`config.mk`:
```
export PLATFORM = sky130hd
export DESIGN_NAME = axis_fifo_flat
export DESIGN_NICKNAME = d
export VERILOG_FILES = /design/src/rtl/axis_fifo_if.sv /design/src/rtl/axis_fifo.sv /design/src/flat_wrapper.sv
export SDC_FILE = /design/constraint.sdc
export NUM_CORES = 1
export LEC_CHECK = 0
export ABC_AREA = 1
export BUFFER_PORTS_ARGS = -buffer_cell sky130_fd_sc_hd__buf_4
export CORE_MARGIN = 2
export CORE_UTILIZATION = 50
export CTS_BUF_LIST = sky130_fd_sc_hd__clkbuf_4 sky130_fd_sc_hd__clkbuf_8
export DETAILED_ROUTE_END_ITERATION = 6
export GPL_TIMING_DRIVEN = 0
export PLACE_DENSITY = 0.83
export RECOVER_POWER = 50
export SYNTH_ARGS = -nofsm -noshare
export SYNTH_HDL_FRONTEND = slang
export SYNTH_SLANG_ARGS = --single-unit
```
`constraint.sdc`:
```
create_clock -name clk -period 1.4 [get_ports clk]
set_clock_uncertainty 0.05 [all_clocks]
set_input_delay 0.35 -clock clk [delete_from_list [all_inputs] [get_ports clk]]
set_output_delay 0.35 -clock clk [all_outputs]
set_load 0.005 [all_outputs]
```
`src/rtl/axis_fifo_if.sv`:
```
// AXI-Stream link bundle (tvalid/tready/tdata) shared by the FIFO's write and
// read ports; modport s is the subordinate (sink) view, m the manager (source) view.
interface axis_if #(
    parameter int TDATA_WIDTH = 8
);
    logic                   tvalid;
    logic                   tready;
    logic [TDATA_WIDTH-1:0] tdata;

    modport s (input tvalid, input tdata, output tready);
    modport m (output tvalid, output tdata, input tready);
endinterface

```
`src/rtl/axis_fifo.sv`:
```
// Synchronous AXI-Stream FIFO with registered tready/tvalid and DEPTH-entry storage.
// Optional flush on `invalidate` is built only when AXIS_FIFO_FLUSH_EN is defined.
module axis_fifo #(
    parameter int DEPTH = 4
) (
    input  logic                         clk,
    input  logic                         rst_n,
    axis_if.s                            axis_sif,
    axis_if.m                            axis_mif,
    input  logic                         invalidate,
    output logic [$clog2(DEPTH+1)-1:0]   count
);
    localparam int TDATA_WIDTH = axis_sif.TDATA_WIDTH;
    localparam int PW          = (DEPTH > 1) ? $clog2(DEPTH) : 1;
    localparam int CW          = $clog2(DEPTH+1);

    generate
        if (DEPTH < 2 || (DEPTH & (DEPTH - 1)) != 0) begin : g_bad_depth
            $fatal(1, "axis_fifo: DEPTH must be a power of two and at least 2");
        end
        if (TDATA_WIDTH == 0 || TDATA_WIDTH != axis_mif.TDATA_WIDTH) begin : g_bad_width
            $fatal(1, "axis_fifo: TDATA_WIDTH must be non-zero and equal on both ports");
        end
    endgenerate

    logic [TDATA_WIDTH-1:0] mem [DEPTH];
    logic [PW-1:0]          wptr;
    logic [PW-1:0]          rptr;
    logic                   tready_q;
    logic                   tvalid_q;
    logic                   sif_ready;
    logic                   mif_valid;
    logic                   push;
    logic                   pop;
    logic [CW-1:0]          count_next;

    // Handshake: a beat transfers on a clock edge where tvalid and tready are
    // both high; neither side's valid/ready depends combinationally on the
    // other side, and flush gating only ever lowers them.
`ifdef AXIS_FIFO_FLUSH_EN
    assign sif_ready = tready_q & ~invalidate;
    assign mif_valid = tvalid_q & ~invalidate;
`else
    logic unused_invalidate;
    assign unused_invalidate = invalidate;
    assign sif_ready = tready_q;
    assign mif_valid = tvalid_q;
`endif

    assign push = axis_sif.tvalid & sif_ready;
    assign pop  = mif_valid & axis_mif.tready;

    always_comb begin
        count_next = count;
        case ({push, pop})
            2'b10:   count_next = count + 1'b1;
            2'b01:   count_next = count - 1'b1;
            default: count_next = count;
        endcase
`ifdef AXIS_FIFO_FLUSH_EN
        if (invalidate) begin
            count_next = '0;
        end
`endif
    end

    // tready/tvalid are registered from the next occupancy, so no bypass path exists.
    always_ff @(posedge clk or negedge rst_n) begin
        if (!rst_n) begin
            count    <= '0;
            tready_q <= 1'b0;
            tvalid_q <= 1'b0;
        end else begin
            count    <= count_next;
            tready_q <= (count_next != CW'(DEPTH));
            tvalid_q <= (count_next != '0);
        end
    end

    always_ff @(posedge clk or negedge rst_n) begin
        if (!rst_n) begin
            wptr <= '0;
            rptr <= '0;
        end else begin
`ifdef AXIS_FIFO_FLUSH_EN
            if (invalidate) begin
                wptr <= '0;
                rptr <= '0;
            end else begin
                if (push) wptr <= wptr + 1'b1;
                if (pop)  rptr <= rptr + 1'b1;
            end
`else
            if (push) wptr <= wptr + 1'b1;
            if (pop)  rptr <= rptr + 1'b1;
`endif
        end
    end

    // Storage is left untouched by a flush; only reset clears it.
    always_ff @(posedge clk or negedge rst_n) begin
        if (!rst_n) begin
            for (int i = 0; i < DEPTH; i++) begin
                mem[i] <= '0;
            end
        end else if (push) begin
            mem[wptr] <= axis_sif.tdata;
        end
    end

    assign axis_sif.tready = sif_ready;
    assign axis_mif.tvalid = mif_valid;
    assign axis_mif.tdata  = mem[rptr];
endmodule

```
`src/flat_wrapper.sv`:
```
// flat-port wrapper written by rule: the top's interface ports become plain ports
module axis_fifo_flat 
#(
    parameter int DEPTH = 4
)
  (clk, rst_n, invalidate, count, axis_sif_tvalid, axis_sif_tdata, axis_sif_tready, axis_mif_tvalid, axis_mif_tdata, axis_mif_tready);
  axis_if #(.TDATA_WIDTH((8))) axis_sif_i ();
  axis_if #(.TDATA_WIDTH((8))) axis_mif_i ();
  input  logic clk;
  input  logic rst_n;
  input  logic invalidate;
  output logic [$clog2(DEPTH+1)-1:0] count;
  input wire logic [$bits(axis_sif_i.tvalid)-1:0] axis_sif_tvalid;
  input wire logic [$bits(axis_sif_i.tdata)-1:0] axis_sif_tdata;
  output wire logic [$bits(axis_sif_i.tready)-1:0] axis_sif_tready;
  output wire logic [$bits(axis_mif_i.tvalid)-1:0] axis_mif_tvalid;
  output wire logic [$bits(axis_mif_i.tdata)-1:0] axis_mif_tdata;
  input wire logic [$bits(axis_mif_i.tready)-1:0] axis_mif_tready;
  assign axis_sif_i.tvalid = axis_sif_tvalid;
  assign axis_sif_i.tdata = axis_sif_tdata;
  assign axis_sif_tready = axis_sif_i.tready;
  assign axis_mif_tvalid = axis_mif_i.tvalid;
  assign axis_mif_tdata = axis_mif_i.tdata;
  assign axis_mif_i.tready = axis_mif_tready;
  axis_fifo #(.DEPTH(DEPTH)) u_core (.clk(clk), .rst_n(rst_n), .axis_sif(axis_sif_i), .axis_mif(axis_mif_i), .invalidate(invalidate), .count(count));
endmodule
```
Word level (Yosys, flattened, before mapping)
Index checks and enable logic that the tools add are counted.

Bits in registers: 41. Bits in latches: 0. Memory bits (writable): 0. ROM bits: 0. Input bits: 13. Memories: 0.

$add $sub $neg: 4. Multiply operators: 0. Divide/modulo/power cells: 0. $lt $le $gt $ge: 3. Eq/ne operators: 3. Shift-type cells: 0. Multiplexer cells: 7. Bitwise operators: 4. Reductions and logical operators: 2.

Operators by type and width (number): 32-bit bitwise mux (1); 8-bit 2-to-1 mux (3); 8-bit binary-select mux with 2-bit select (1); 8-bit demux with 2-bit select (1); 3-bit greater-or-equal comparator, second input constant (2); 2-bit NOT with 3-bit output (2); 3-bit case mux with 2 select lines (1); 2-bit by 1-bit adder with 2-bit output, second input constant (2); 3-bit by 1-bit adder with 3-bit output, second input constant (1); 3-bit by 1-bit < comparator with 1-bit output, second input constant (1); 3-bit inequality test, second input constant (1); 3-bit nonzero test (1); 3-bit by 1-bit subtractor with 3-bit output, second input constant (1); 1-bit bitwise AND (2); 2-bit by 1-bit equality test with 1-bit output, second input constant (1); 2-bit equality test, second input constant (1); 1-bit logical AND (1).

Logic depth before layout (Yosys ltp)
Gate-level depths: netlist of run 1.

Word-level depth: 6. Gate-level depth with buffers: 10. Depth with buffers taken out: 10.

Worst setup path before layout of run 1
OpenSTA, ideal clock, no wires.

Kind: register to register. Start point: reg u_core.tvalid_q, in the netlist u_core.axis_mif.tvalid. End point: reg u_core.tvalid_q, in the netlist u_core.axis_mif.tvalid. Data arrival time: 1.438 ns. Required time: 1.224 ns. Setup slack: -0.214 ns. Stages on the path, launching flop included: 9. Period minus slack after synthesis: 1.614 ns. Path through: dfrtp_1 nand2_1 inv_1 ha_1 fa_1 nand2_1 nand2_1 nor2_1 nand3_1.

Word-level cells in the longest chain between the ends: 4.

Ends and longest elaborated chain: start, declared (RTL line axis_fifo.sv:30) `logic tvalid_q;`; start signal, assigned (RTL line axis_fifo.sv:76) `tvalid_q <= (count_next != '0);`; 1-bit bitwise AND * (RTL line axis_fifo.sv:51) `assign pop = mif_valid & axis_mif.tready;`; 2-bit by 1-bit equality test with 1-bit output or 2-bit equality test (tied branches) (RTL line axis_fifo.sv:55) `case ({push, pop})`; 3-bit case mux with 2 select lines * (RTL line axis_fifo.sv:55); named net u_core.count_next[1] (RTL line axis_fifo.sv:35) `logic [CW-1:0] count_next;`; 3-bit nonzero test * (RTL line axis_fifo.sv:76).

The timed path passes the listed nets; every way through them passes the cells marked *. A chain may end at the register's enable or synchronous reset.

Worst setup path in the final report of run 1
Start point: reg u_core.rptr[0]. End point: out axis_mif_tdata[2].

Word-level cells in the longest chain between the ends: 4.

Ends and longest elaborated chain: start, declared (RTL line axis_fifo.sv:28) `logic [PW-1:0] rptr;`; start signal, assigned (RTL line axis_fifo.sv:95) `if (pop) rptr <= rptr + 1'b1;`; 2-bit NOT with 3-bit output (not written as such) (RTL line axis_fifo.sv:113) `assign axis_mif.tdata = mem[rptr];`; 8-bit binary-select mux with 2-bit select (RTL line axis_fifo.sv:113); 8-bit 2-to-1 mux (not written as such) (2 in series) (RTL line axis_fifo.sv:113); end, declared (RTL line flat_wrapper.sv:17) `output wire logic [$bits(axis_mif_i.tdata)-1:0] axis_mif_tdata;`.

No other way between the ends. The select of a mux whose other input is x is not followed.

==> results of run 1 <==
[stage by stage]
step           setup slack (ns)  power (mW)    util  instance area, um2
2_1_floorplan           -0.1415       3.647       -                1937
3_3_place_gp            -0.3189       4.446  0.5902                2177
3_5_place_dp            -0.3254       4.540  0.5902                2177
4_1_cts                 -0.3705       5.721  0.6459                2382
5_1_grt                 -0.4904       6.608  0.6737                2485
6_report                -0.4100       6.182  0.6737                2485
[layer usage]
metal	track usage	routed length (um)
met5	0	0
met4	0.07143	48
met3	0.05622	237
met2	0.3409	2408
met1	0.2965	1931
[layout by cell type, fill, tap and decap left out, types with 2 or more instances in the layout]
cell,count
sky130_fd_sc_hd__clkbuf_8,6
sky130_fd_sc_hd__buf_8,2
sky130_fd_sc_hd__inv_1,13
sky130_fd_sc_hd__nand2_2,6
sky130_fd_sc_hd__clkbuf_4,2
sky130_fd_sc_hd__o21ai_0,10
sky130_fd_sc_hd__xor2_1,2
sky130_fd_sc_hd__inv_4,2
sky130_fd_sc_hd__o22ai_2,4
sky130_fd_sc_hd__o21ai_2,12
sky130_fd_sc_hd__o22ai_1,4
sky130_fd_sc_hd__inv_2,3
sky130_fd_sc_hd__nand2_1,40
sky130_fd_sc_hd__nor2_2,6
sky130_fd_sc_hd__buf_4,30
sky130_fd_sc_hd__o21ai_1,27
sky130_fd_sc_hd__ha_1,4
sky130_fd_sc_hd__dfrtp_1,40
sky130_fd_sc_hd__nor2_4,2
sky130_fd_sc_hd__nand2_4,4
sky130_fd_sc_hd__buf_6,6
sky130_fd_sc_hd__nor2_1,12
[critical path, delay by kind of cell, from the launching register on]
family          cells  cell delay (ns)
compound gates      2             0.28
buf+inv             3             0.43
flops               1             0.40
[flip-flops by register name, summed over array words and instances (netlist names)]
register / flops
u_core.axis_mif.tvalid: 1
u_core.axis_sif.tready: 1
u_core.count: 3
u_core.mem: 32
u_core.rptr: 2
u_core.wptr: 2
[repair_timing]
| item | 4_1_cts | 5_1_grt |
|---|---|---|
| hold buffers | 1 | 0 |
| setup endpoints to repair | 12 | 13 |
| endpoints found under the hold margin | 41 | 0 |
| gates resized for setup | 19 | 27 |
| buffers inserted | 4 | 3 |
| pin swaps | 10 | 13 |
| cloned | 1 | 2 |
[kinds of logic after synthesis]
| logic type | Yosys count |
|---|---|
| fa+ha+maj | 6 |
| flops | 41 |
| simple gates | 73 |
| compound gates | 57 |
| buf+inv | 27 |
| xor+xnor | 2 |
[worst paths after layout]
kind / endpoint / start / slack, ns / cells past startpoint
setup / recovery: axis_mif_tdata[2] / u_core.rptr[0] / -0.41 / 5
hold / removal: u_core.mem[26] / axis_sif_tdata[2] / 0.30 / 3
setup reg to reg: u_core.axis_mif.tvalid / u_core.axis_sif.tready / -0.29 / 7
hold reg to reg: u_core.mem[21] / u_core.mem[21] / 0.44 / 2
max in group asynchronous: u_core.rptr[1] / rst_n / 0.35 / 2
min in group asynchronous: u_core.count[2] / rst_n / 0.55 / 2
[layout make-up]
| class | instances | area share |
|---|---|---|
| flip-flops and latches | 41 | 0.4134 |
| multi-input cells | 138 | 0.3379 |
| repair buffers | 34 | 0.1042 |
| clock buffers | 7 | 0.03625 |
| plain buffers | 7 | 0.03474 |
| inverters | 19 | 0.03474 |
| well taps | 48 | 0.02417 |
| clock inverters | 1 | 0.01208 |
| repair inverters | 1 | 0.002518 |
[report_power, final]
group | switching [mW] | internal [mW]
combinational | 1.58 | 1.43
sequential | 0.426 | 1.74
clock | 0.411 | 0.601
==> flow_summary.rst, run 1 <==
.. list-table::
   :header-rows: 1

   * - Metric
     - Value
   * - Simple-Gate Fraction of Synth Area
     - 0.1619
   * - Class of the tightest hold or removal check
     - in2reg
   * - Total number of vias
     - 1605
   * - Worst hold margin
     - 0.2995 ns
   * - First-pass GRT wire length
     - 6.969 mm
   * - Failing checks
     - negative setup slack
   * - Count of maximum capacitance violations
     - 0
   * - Detail Placement HPWL
     - 2.641 mm
   * - First-iteration detailed-routing DRC count
     - 125
   * - Net count of the finished layout
     - 266
   * - Slack of the critical path
     - -0.4100 ns
   * - Net count after synthesis
     - 225
   * - Number of global-route vias before repair
     - 1457
   * - Leading area contributor after synthesis
     - sky130_fd_sc_hd__dfrtp_1
   * - Number of rows in the core area
     - 22
   * - Maximum operating frequency
     - 552.5 MHz
   * - Tightest Pin Transition
     - 0.5490 ns
   * - FFs w/ async S/R, synth
     - 1.000
   * - Worst relative slew slack
     - 0.6340
   * - Width of the die
     - 66.04 um
   * - Accumulated negative setup slack
     - -3.955 ns
   * - Max H-tree Level
     - 2
   * - Highest ir drop seen on vdd
     - 1.088 mV
   * - Endpoints failing hold
     - 0
   * - P per Cell Area
     - 2488 nW/um2
   * - Cell with the most instances on the worst path
     - sky130_fd_sc_hd__buf_4
   * - Number of diodes
     - 0
   * - Share of the synthesized area in the top cell type
     - 0.5332
   * - Worst setup path class
     - reg2out
   * - Global-route usage over all layers
     - 0.2176
   * - Layout overhead on the synthesized area
     - 29.13%
   * - Clock sink count
     - 41
   * - Count of pins on the block boundary
     - 26
   * - Cell Area, Synth
     - 1924 um2
   * - Mean instance size in the synthesized netlist
     - 9.341 um2
   * - Number of antenna violations at the first check in global routing
     - 0
   * - Crit. End Element
     - primary output
   * - Count leader, synth
     - sky130_fd_sc_hd__nand2_1
   * - Highest net fanout along the worst path
     - 4
   * - Die area
     - 4361 um2
   * - Final wirelength
     - 4.626 mm
   * - DRC viols
     - 0
   * - Worst-path cell with the longest stage delay
     - sky130_fd_sc_hd__dfrtp_1
   * - Area taken by flip-flops and latches
     - 1027 um2
   * - Warnings, synthesis
     - 0
   * - XOR/XNOR Fraction of Synth Area
     - 0.009103
   * - Result of the run
     - complete, but fails checks
   * - Starting Density
     - 0.5217
   * - Final critical delay including setup and external delays
     - 1.810 ns
   * - Length of the first detailed-routing pass in iterations
     - 4
   * - Crit path DAT
     - 1.41 ns
   * - Fraction of the mapped netlist area in compound gates
     - 0.1730
   * - Kind of start point of the critical path
     - register
   * - Main combinational cell family by area after synthesis
     - compound AO/OA/AOI/OAI gates
   * - Total of flip-flops plus latches after synthesis
     - 41
   * - Fill cell instance count of the final layout
     - 289
   * - Congestion Overflow GR
     - 0
   * - Unrepaired setup endpoints after global routing
     - yes
   * - Post-Place Cells
     - 278
   * - Placeable core region
     - 3689 um2
   * - Netlist cell types
     - 20
   * - Required time worst endpoint
     - 1.00 ns
   * - Cts bufs inserted
     - 5
   * - Clk slew on worst S/H paths
     - 0.08 ns
   * - ANT nets after route
     - 0
   * - Total area of multi-input combinational cells
     - 839.6 um2
   * - Post-detailed-route via-to-cell ratio
     - 5.422
   * - TritonCTS clock tree
     - done
   * - Fraction of synthesized area in multiplexers
     - 0
   * - Synthesized netlist cell count
     - 206
   * - # port buffers
     - 24
   * - Final Cycle Share
     - 1.293
   * - Top cells by count, synth
     - sky130_fd_sc_hd__nand2_1, sky130_fd_sc_hd__dfrtp_1, sky130_fd_sc_hd__o21ai_1, sky130_fd_sc_hd__nor2_1
   * - Critical path, cell by cell
     - buf_4 -> buf_2 -> o21ai_1 -> o22ai_2 -> buf_4
   * - Cell chosen for the clock root
     - sky130_fd_sc_hd__clkbuf_8
   * - Area share of fa/ha/maj cells after synthesis
     - 0.04291
   * - Final estimated routing congestion in global placement
     - 0.8073
   * - Synth area leaders
     - sky130_fd_sc_hd__dfrtp_1, sky130_fd_sc_hd__nand2_1, sky130_fd_sc_hd__o21ai_1
   * - Slowest cell delay on critical path
     - 0.40 ns
   * - Proportion of layout cells with a drive suffix above 1
     - 0.3750
   * - Largest net degree at the start of global routing
     - 42
   * - Bufs on Longest Clock Path
     - 2
   * - Count of final setup violators
     - 12
   * - Post-synth top flop
     - sky130_fd_sc_hd__dfrtp_1
   * - Pleak
     - 1.229 nW
   * - Number of non-filler instances in the completed layout
     - 296
   * - Max-slew violation total from the final report
     - 0
   * - EDFF count, synth
     - 0
   * - Per-cell routed wire length
     - 15.63 um
   * - Sequential cell area fraction in the yosys report
     - 0.5332
   * - Die Y
     - 66.04 um
   * - Clk_lat worst skew
     - 0.30 ns
(Power assumes the default switching activity.)
==> run 2: changes to the inputs <==
BUFFER_PORTS_ARGS = default   (was -buffer_cell sky130_fd_sc_hd__buf_4)
DONT_BUFFER_PORTS = 1   (was default)
PLACE_DENSITY = 0.77   (was 0.83)
==> flow_summary.rst, run 2 (synthesis results as in run 1) <==
.. list-table::
   :header-rows: 1

   * - Metric
     - Value
   * - Layout overhead on the synthesized area
     - 27.96% (was 29.13%)
   * - Power consumption
     - 6.258 mW (was 6.182 mW)
   * - Detail Placement HPWL
     - 2.696 mm (was 2.641 mm)
   * - Worst hold path startpoint
     - axis_sif_tdata[7] (was axis_sif_tdata[2])
   * - Unrepaired setup endpoints after global routing
     - yes (unchanged)
   * - Width of the die
     - 66.04 um (unchanged)
   * - Largest register by flop count
     - u_core.mem (unchanged)
   * - Placeable core region
     - 3689 um2 (unchanged)
   * - Crit path DAT
     - 1.80 ns (was 1.41 ns)
   * - Max H-tree Level
     - 2 (unchanged)
   * - Cell with the most instances on the worst path
     - sky130_fd_sc_hd__nand2_2 (was sky130_fd_sc_hd__buf_4)
   * - Die Y
     - 66.04 um (unchanged)
   * - Worst-path cell with the longest stage delay
     - sky130_fd_sc_hd__fa_2 (was sky130_fd_sc_hd__dfrtp_1)
   * - Number of flip-flops under the largest register name
     - 32 (unchanged)
   * - Slack of the critical path
     - -0.2765 ns (was -0.4100 ns)
   * - Final wirelength
     - 4.697 mm (was 4.626 mm)
   * - Clock sink count
     - 41 (unchanged)
   * - Die area
     - 4361 um2 (unchanged)
   * - FF-to-FF End
     - u_core.axis_mif.tvalid (unchanged)
   * - DRC viols
     - 0 (unchanged)
   * - Post-detailed-route via-to-cell ratio
     - 5.647 (was 5.422)
   * - Final std cell area, no fill
     - 2462 um2 (was 2485 um2)
   * - Crit. End Element
     - register (was primary output)
   * - Bufs on Longest Clock Path
     - 2 (unchanged)
   * - Result of the run
     - complete, but fails checks (unchanged)
   * - Endpoints failing hold
     - 0 (unchanged)
   * - Total placed instance area
     - 1997 um2 (was 2177 um2)
   * - First-iteration detailed-routing DRC count
     - 117 (was 125)
   * - Failing checks
     - negative setup slack (unchanged)
   * - Worst hold margin
     - 0.2187 ns (was 0.2995 ns)
   * - Final estimated routing congestion in global placement
     - 0.7708 (was 0.8073)
   * - Count of final setup violators
     - 12 (unchanged)
   * - Highest net fanout along the worst path
     - 2 (was 4)
   * - Count of pins on the block boundary
     - 26 (unchanged)
   * - Number of antenna violations at the first check in global routing
     - 0 (unchanged)
   * - Worst-case reg-to-reg path depth
     - 8 (was 7)
   * - Max-slew violation total from the final report
     - 0 (unchanged)
   * - Length of the first detailed-routing pass in iterations
     - 4 (unchanged)
   * - Final critical delay including setup and external delays
     - 1.677 ns (was 1.810 ns)
   * - Worst setup path class
     - reg2reg (was reg2out)
   * - Tightest Pin Transition
     - 0.5652 ns (was 0.5490 ns)
   * - Count of maximum capacitance violations
     - 0 (unchanged)
   * - Cell chosen for the clock root
     - sky130_fd_sc_hd__clkbuf_8 (unchanged)
   * - Per-cell routed wire length
     - 16.90 um (was 15.63 um)
   * - Congestion Overflow GR
     - 0 (unchanged)
   * - Hold endpoint
     - u_core.mem[31] (was u_core.mem[26])
   * - Largest net degree at the start of global routing
     - 42 (unchanged)
   * - Starting Density
     - 0.5217 (unchanged)
   * - Kind of start point of the critical path
     - register (unchanged)
   * - P per Cell Area
     - 2542 nW/um2 (was 2488 nW/um2)
   * - # port buffers
     - 0 (was 24)
   * - ANT nets after route
     - 0 (unchanged)
   * - Slowest cell delay on critical path
     - 0.42 ns (was 0.40 ns)
   * - Largest registers
     - u_core.mem (32), u_core.count (3) (unchanged)
   * - Clk slew on worst S/H paths
     - 0.08 ns (about the same)
   * - Worst hold path stage count
     - 2 (was 3)
   * - Proportion of layout cells with a drive suffix above 1
     - 0.4000 (was 0.3750)
   * - Highest ir drop seen on vdd
     - 1.127 mV (was 1.088 mV)
   * - Most common cell after layout, fill and taps aside
     - sky130_fd_sc_hd__dfrtp_1
   * - Cts bufs inserted
     - 5 (unchanged)
   * - Global-route usage over all layers
     - 0.2402 (was 0.2176)
   * - Class of the tightest hold or removal check
     - in2reg (unchanged)
   * - TritonCTS clock tree
     - done (unchanged)
   * - Final Cycle Share
     - 1.198 (was 1.293)
   * - Worst relative slew slack
     - 0.6232 (was 0.6340)
   * - Start of the worst register-to-register path
     - u_core.axis_mif.tvalid (was u_core.axis_sif.tready)
   * - Total number of vias
     - 1570 (was 1605)
   * - Number of diodes
     - 0 (unchanged)
   * - Required time worst endpoint
     - 1.52 ns (was 1.00 ns)
   * - Clk_lat worst skew
     - 0.30 ns (about the same)
   * - Maximum operating frequency
     - 596.5 MHz (was 552.5 MHz)
   * - Number of global-route vias before repair
     - 1544 (was 1457)
   * - Commonest cells after routing, fill and taps aside
     - sky130_fd_sc_hd__dfrtp_1, sky130_fd_sc_hd__nand2_1, sky130_fd_sc_hd__o21ai_1 (was sky130_fd_sc_hd__nand2_1, sky130_fd_sc_hd__dfrtp_1, sky130_fd_sc_hd__buf_4)
   * - Worst R2R Setup Slack
     - -0.28 ns (was -0.29 ns)
   * - First-pass GRT wire length
     - 7.610 mm (was 6.969 mm)
   * - Critical path, cell by cell
     - nand2_2 -> inv_2 -> ha_4 -> fa_2 -> nand2_2 -> nand2_2 -> nor2_2 -> nand3_1 (was buf_4 -> buf_2 -> o21ai_1 -> o22ai_2 -> buf_4)
   * - Number of rows in the core area
     - 22 (unchanged)
   * - Pleak
     - 1.176 nW (was 1.229 nW)
   * - Net count of the finished layout
     - 249 (was 266)
[run 2: cell types whose count changed in the layout (fill, tap and decap cells not counted), sizes merged]
cell,previous run,this run
clkinv,0,1
buf,39,23
clkbuf,8,6
inv,20,19
[run 2: worst max path at each step]
stage / to / slack (ns) / depth (start not counted) / start
6_report: u_core.axis_mif.tvalid / -0.28 / 8 / u_core.axis_mif.tvalid
3_5_place_dp: u_core.axis_mif.tvalid / -0.29 / 8 / u_core.axis_mif.tvalid
3_3_place_gp: u_core.axis_mif.tvalid / -0.25 / 8 / u_core.axis_mif.tvalid
5_1_grt: u_core.axis_mif.tvalid / -0.36 / 8 / u_core.axis_mif.tvalid
4_1_cts: axis_mif_tdata[2] / -0.30 / 6 / u_core.rptr[0]
2_1_floorplan: u_core.axis_mif.tvalid / -0.14 / 8 / u_core.axis_mif.tvalid
[run 2: layer usage]
metal  vias up  GRT usage  part of all wire
li1        721          -                 -
met3        14    0.06814             0.059
met2        45     0.4003              0.51
met1       790     0.2924              0.40
met5         -          0                 0
met4         0    0.09949             0.026
[run 2: final cells by class]
cell class,instances,area [um2]
inverters,19,88.84
clock buffers,5,68.82
clock inverters,2,35.03
flip-flops and latches,41,1027
multi-input cells,138,922.1
plain buffers,6,67.56
repair buffers,19,192.7
well taps,48,60.06
fillers,283,1226
[run 2: critical path: cells and delay by family (launching register included)]
kind                     cells  cell delay (ns)
adder cells (fa/ha/maj)      2             0.58
flip-flops                   1             0.41
AND/OR/NAND/NOR              5             0.46
buffers and inverters        1             0.05
[run 2: repair_timing]
item / CTS / global route
gates cloned: 1 / 0
pin swaps: 11 / 10
hold endpoints to repair: 41 / 0
endpoints found under the setup margin: 12 / 14
setup buffers: 15 / 3
gates resized for setup: 40 / 34
hold buffers: 2 / 0
[run 2: through the flow]
step                      utilization  setup TNS, ns  cells  setup WS, ns
after detailed placement       0.5414         -1.580    254       -0.2870
after CTS                      0.6425         -2.788    278       -0.2963
final                          0.6676         -2.668    278       -0.2765
after global routing           0.6676         -3.358    278       -0.3636
after floorplan                     -        -0.3448    206       -0.1415
after global placement         0.5414         -1.218    254       -0.2457
[run 2: report_power, final]
group	switching (mW)	internal [mW]	leakage, nW	total, mW
registers	0.462	1.74	0.503	2.20
clock network	0.408	0.518	0.0540	0.926
logic	1.70	1.43	0.618	3.13
==> run 3: changes to the inputs <==
PLACE_DENSITY = default   (was 0.77)
PLACE_DENSITY_LB_ADDON = 0.2   (was default)
==> flow_summary.rst, run 3 (synthesis results as in run 1) <==
.. list-table::
   :header-rows: 1

   * - Metric
     - Value
   * - Result of the run
     - complete, but fails checks (unchanged)
   * - Failing checks
     - negative setup slack (unchanged)
   * - Pleak
     - 1.178 nW (was 1.176 nW)
   * - Clk slew on worst S/H paths
     - 0.07 ns (was 0.08 ns)
   * - Final critical delay including setup and external delays
     - 1.624 ns (was 1.677 ns)
   * - Highest net fanout along the worst path
     - 5 (was 2)
   * - Unrepaired setup endpoints after global routing
     - yes (unchanged)
   * - Number of antenna violations at the first check in global routing
     - 0 (unchanged)
   * - First-pass GRT wire length
     - 7.769 mm (was 7.610 mm)
   * - Highest-utilization routing layer at the global route stage
     - met2 (unchanged)
   * - Max-slew violation total from the final report
     - 0 (unchanged)
   * - Worst hold margin
     - 0.2297 ns (was 0.2187 ns)
   * - Met3 track demand over resource in global routing
     - 0.07496 (was 0.06814)
   * - Tightest Pin Transition
     - 0.5613 ns (was 0.5652 ns)
   * - Crit path DAT
     - 1.22 ns (was 1.80 ns)
   * - Commonest cells after routing, fill and taps aside
     - sky130_fd_sc_hd__dfrtp_1, sky130_fd_sc_hd__nand2_1, sky130_fd_sc_hd__o21ai_1 (unchanged)
   * - Clk_lat worst skew
     - 0.30 ns (about the same)
   * - Final estimated routing congestion in global placement
     - 0.8044 (was 0.7708)
   * - Crit. End Element
     - primary output (was register)
   * - Bufs on Longest Clock Path
     - 2 (unchanged)
   * - M1 GR Usage
     - 0.2750 (was 0.2924)
   * - Number of global-route vias before repair
     - 1699 (was 1544)
   * - Congestion Overflow GR
     - 0 (unchanged)
   * - Number of diodes
     - 0 (unchanged)
   * - Worst relative slew slack
     - 0.6258 (was 0.6232)
   * - Slack of the critical path
     - -0.2244 ns (was -0.2765 ns)
   * - Width of the die
     - 66.04 um (unchanged)
   * - Fill cell instance count of the final layout
     - 293 (was 283)
   * - Portion of total power attributed to sequential cells
     - 0.347 (was 0.351)
   * - Placeable core region
     - 3689 um2 (unchanged)
   * - Power share of the clock group
     - 0.129 (was 0.148)
   * - Total number of vias
     - 1574 (was 1570)
   * - Layout overhead on the synthesized area
     - 28.87% (was 27.96%)
   * - Maximum operating frequency
     - 615.6 MHz (was 596.5 MHz)
   * - Net count of the finished layout
     - 249 (unchanged)
   * - Global-route usage over all layers
     - 0.2451 (was 0.2402)
   * - Die Y
     - 66.04 um (unchanged)
   * - Cell chosen for the clock root
     - sky130_fd_sc_hd__clkbuf_8 (unchanged)
   * - Switching power
     - 2.655 mW (was 2.570 mW)
   * - Detail Placement HPWL
     - 2.878 mm (was 2.696 mm)
   * - Kind of start point of the critical path
     - register (unchanged)
   * - Buf+Inv Stages, Crit Path
     - 3 (was 1)
   * - Starting Density
     - 0.5217 (unchanged)
   * - Met2 usage in global routing
     - 0.4217 (was 0.4003)
   * - Largest registers
     - u_core.mem (32), u_core.count (3) (unchanged)
   * - Length of the first detailed-routing pass in iterations
     - 4 (unchanged)
   * - Count of pins on the block boundary
     - 26 (unchanged)
   * - Critical path, cell by cell
     - buf_6 -> inv_8 -> buf_8 -> nor2_1 -> o22ai_2 (was nand2_2 -> inv_2 -> ha_4 -> fa_2 -> nand2_2 -> nand2_2 -> nor2_2 -> nand3_1)
   * - ANT nets after route
     - 0 (unchanged)
   * - P per Cell Area
     - 2540 nW/um2 (was 2542 nW/um2)
   * - Class of the tightest hold or removal check
     - in2reg (unchanged)
   * - Number of rows in the core area
     - 22 (unchanged)
   * - Final wirelength
     - 5.010 mm (was 4.697 mm)
   * - Share of total power in combinational logic
     - 0.525 (was 0.501)
   * - Proportion of total power due to net switching
     - 0.4215 (was 0.4107)
   * - Largest net degree at the start of global routing
     - 42 (unchanged)
   * - # port buffers
     - 0 (unchanged)
   * - DRC viols
     - 0 (unchanged)
   * - Final Cycle Share
     - 1.160 (was 1.198)
   * - Clock sink count
     - 41 (unchanged)
   * - Slowest cell delay on critical path
     - 0.38 ns (was 0.42 ns)
   * - Util after Layout
     - 0.6723 (was 0.6676)
   * - Die area
     - 4361 um2 (unchanged)
   * - Power consumption
     - 6.298 mW (was 6.258 mW)
   * - Post-detailed-route via-to-cell ratio
     - 5.642 (was 5.647)
   * - Count of final setup violators
     - 14 (was 12)
   * - Number of flip-flops under the largest register name
     - 32 (unchanged)
   * - Cts bufs inserted
     - 5 (unchanged)
   * - Count of maximum capacitance violations
     - 0 (unchanged)
   * - Internal power of the cells
     - 3.644 mW (was 3.688 mW)
   * - Highest ir drop seen on vdd
     - 1.448 mV (was 1.127 mV)
   * - Cell family with the largest share of critical-path delay
     - flip-flops (was adder cells)
   * - Most common cell after layout, fill and taps aside
     - sky130_fd_sc_hd__dfrtp_1 (unchanged)
   * - Worst setup path class
     - reg2out (was reg2reg)
   * - Per-cell routed wire length
     - 17.96 um (was 16.90 um)
   * - Worst-path cell with the longest stage delay
     - sky130_fd_sc_hd__dfrtp_1 (was sky130_fd_sc_hd__fa_2)
   * - Required time worst endpoint
     - 1.00 ns (was 1.52 ns)
   * - Endpoints failing hold
     - 0 (unchanged)
   * - Max H-tree Level
     - 2 (unchanged)
   * - Proportion of layout cells with a drive suffix above 1
     - 0.4026 (was 0.4000)
   * - Largest register by flop count
     - u_core.mem (unchanged)
   * - First-iteration detailed-routing DRC count
     - 145 (was 117)
   * - TritonCTS clock tree
     - done (unchanged)
==> run 3: repair_timing <==
action / in CTS / in global routing
cloned: 1 / 0
buffers inserted: 12 / 3
pin swaps: 18 / 7
resized for setup: 65 / 14
hold buffers: 2 / 0
endpoints found under the setup margin: 12 / 16
hold endpoints to repair: 41 / 0
==> run 3: metrics by stage <==
stage                     cells  setup slack, ns  area [um2]  TNS (ns)
after global placement      254          -0.2519        1997    -1.195
after global routing        279          -0.2762        2480    -3.429
final                       279          -0.2244        2480    -2.556
after CTS                   276          -0.2536        2400    -2.461
after floorplan             206          -0.1415        1937   -0.3448
after detailed placement    254          -0.3265        1997    -1.653
==> run 3: path summary, 6_finish.rpt <==
| path | start | to | slack (ns) | depth (start not counted) |
|---|---|---|---|---|
| setup / recovery | u_core.rptr[0] | axis_mif_tdata[4] | -0.22 | 5 |
| hold / removal | axis_sif_tdata[5] | u_core.mem[13] | 0.23 | 2 |
| setup reg to reg | u_core.axis_mif.tvalid | u_core.axis_mif.tvalid | -0.20 | 8 |
| hold reg to reg | u_core.mem[31] | u_core.mem[31] | 0.44 | 2 |
| max in group asynchronous | rst_n | u_core.rptr[1] | 0.34 | 2 |
| min in group asynchronous | rst_n | u_core.mem[27] | 0.55 | 2 |
==> run 3: layout make-up <==
cell class	instances	area [um2]	area share
timing repair buffer	18	185.2	0.07467
multi-input combinational	138	943.4	0.3804
sequential	41	1027	0.4142
tap	48	60.06	0.02422
buffer	7	86.33	0.03481
inverter	19	86.33	0.03481
clock buffer	8	91.34	0.03683
==> run 3: routing by layer <==
metal | share of wire | vias to the layer above
met5 | 0 | -
met4 | 0.025 | 0
met3 | 0.055 | 15
met2 | 0.53 | 46
met1 | 0.39 | 788
li1 | - | 725
==> run 3: power groups by stage <==
stage          sequential [mW]  clock [mW]  combinational [mW]
2_1_floorplan             1.99           0                1.66
3_3_place_gp              2.03           0                1.99
3_5_place_dp              2.07           0                2.12
4_1_cts                   2.18       0.821                2.90
5_1_grt                   2.23       0.863                3.61
6_report                  2.18       0.811                3.30
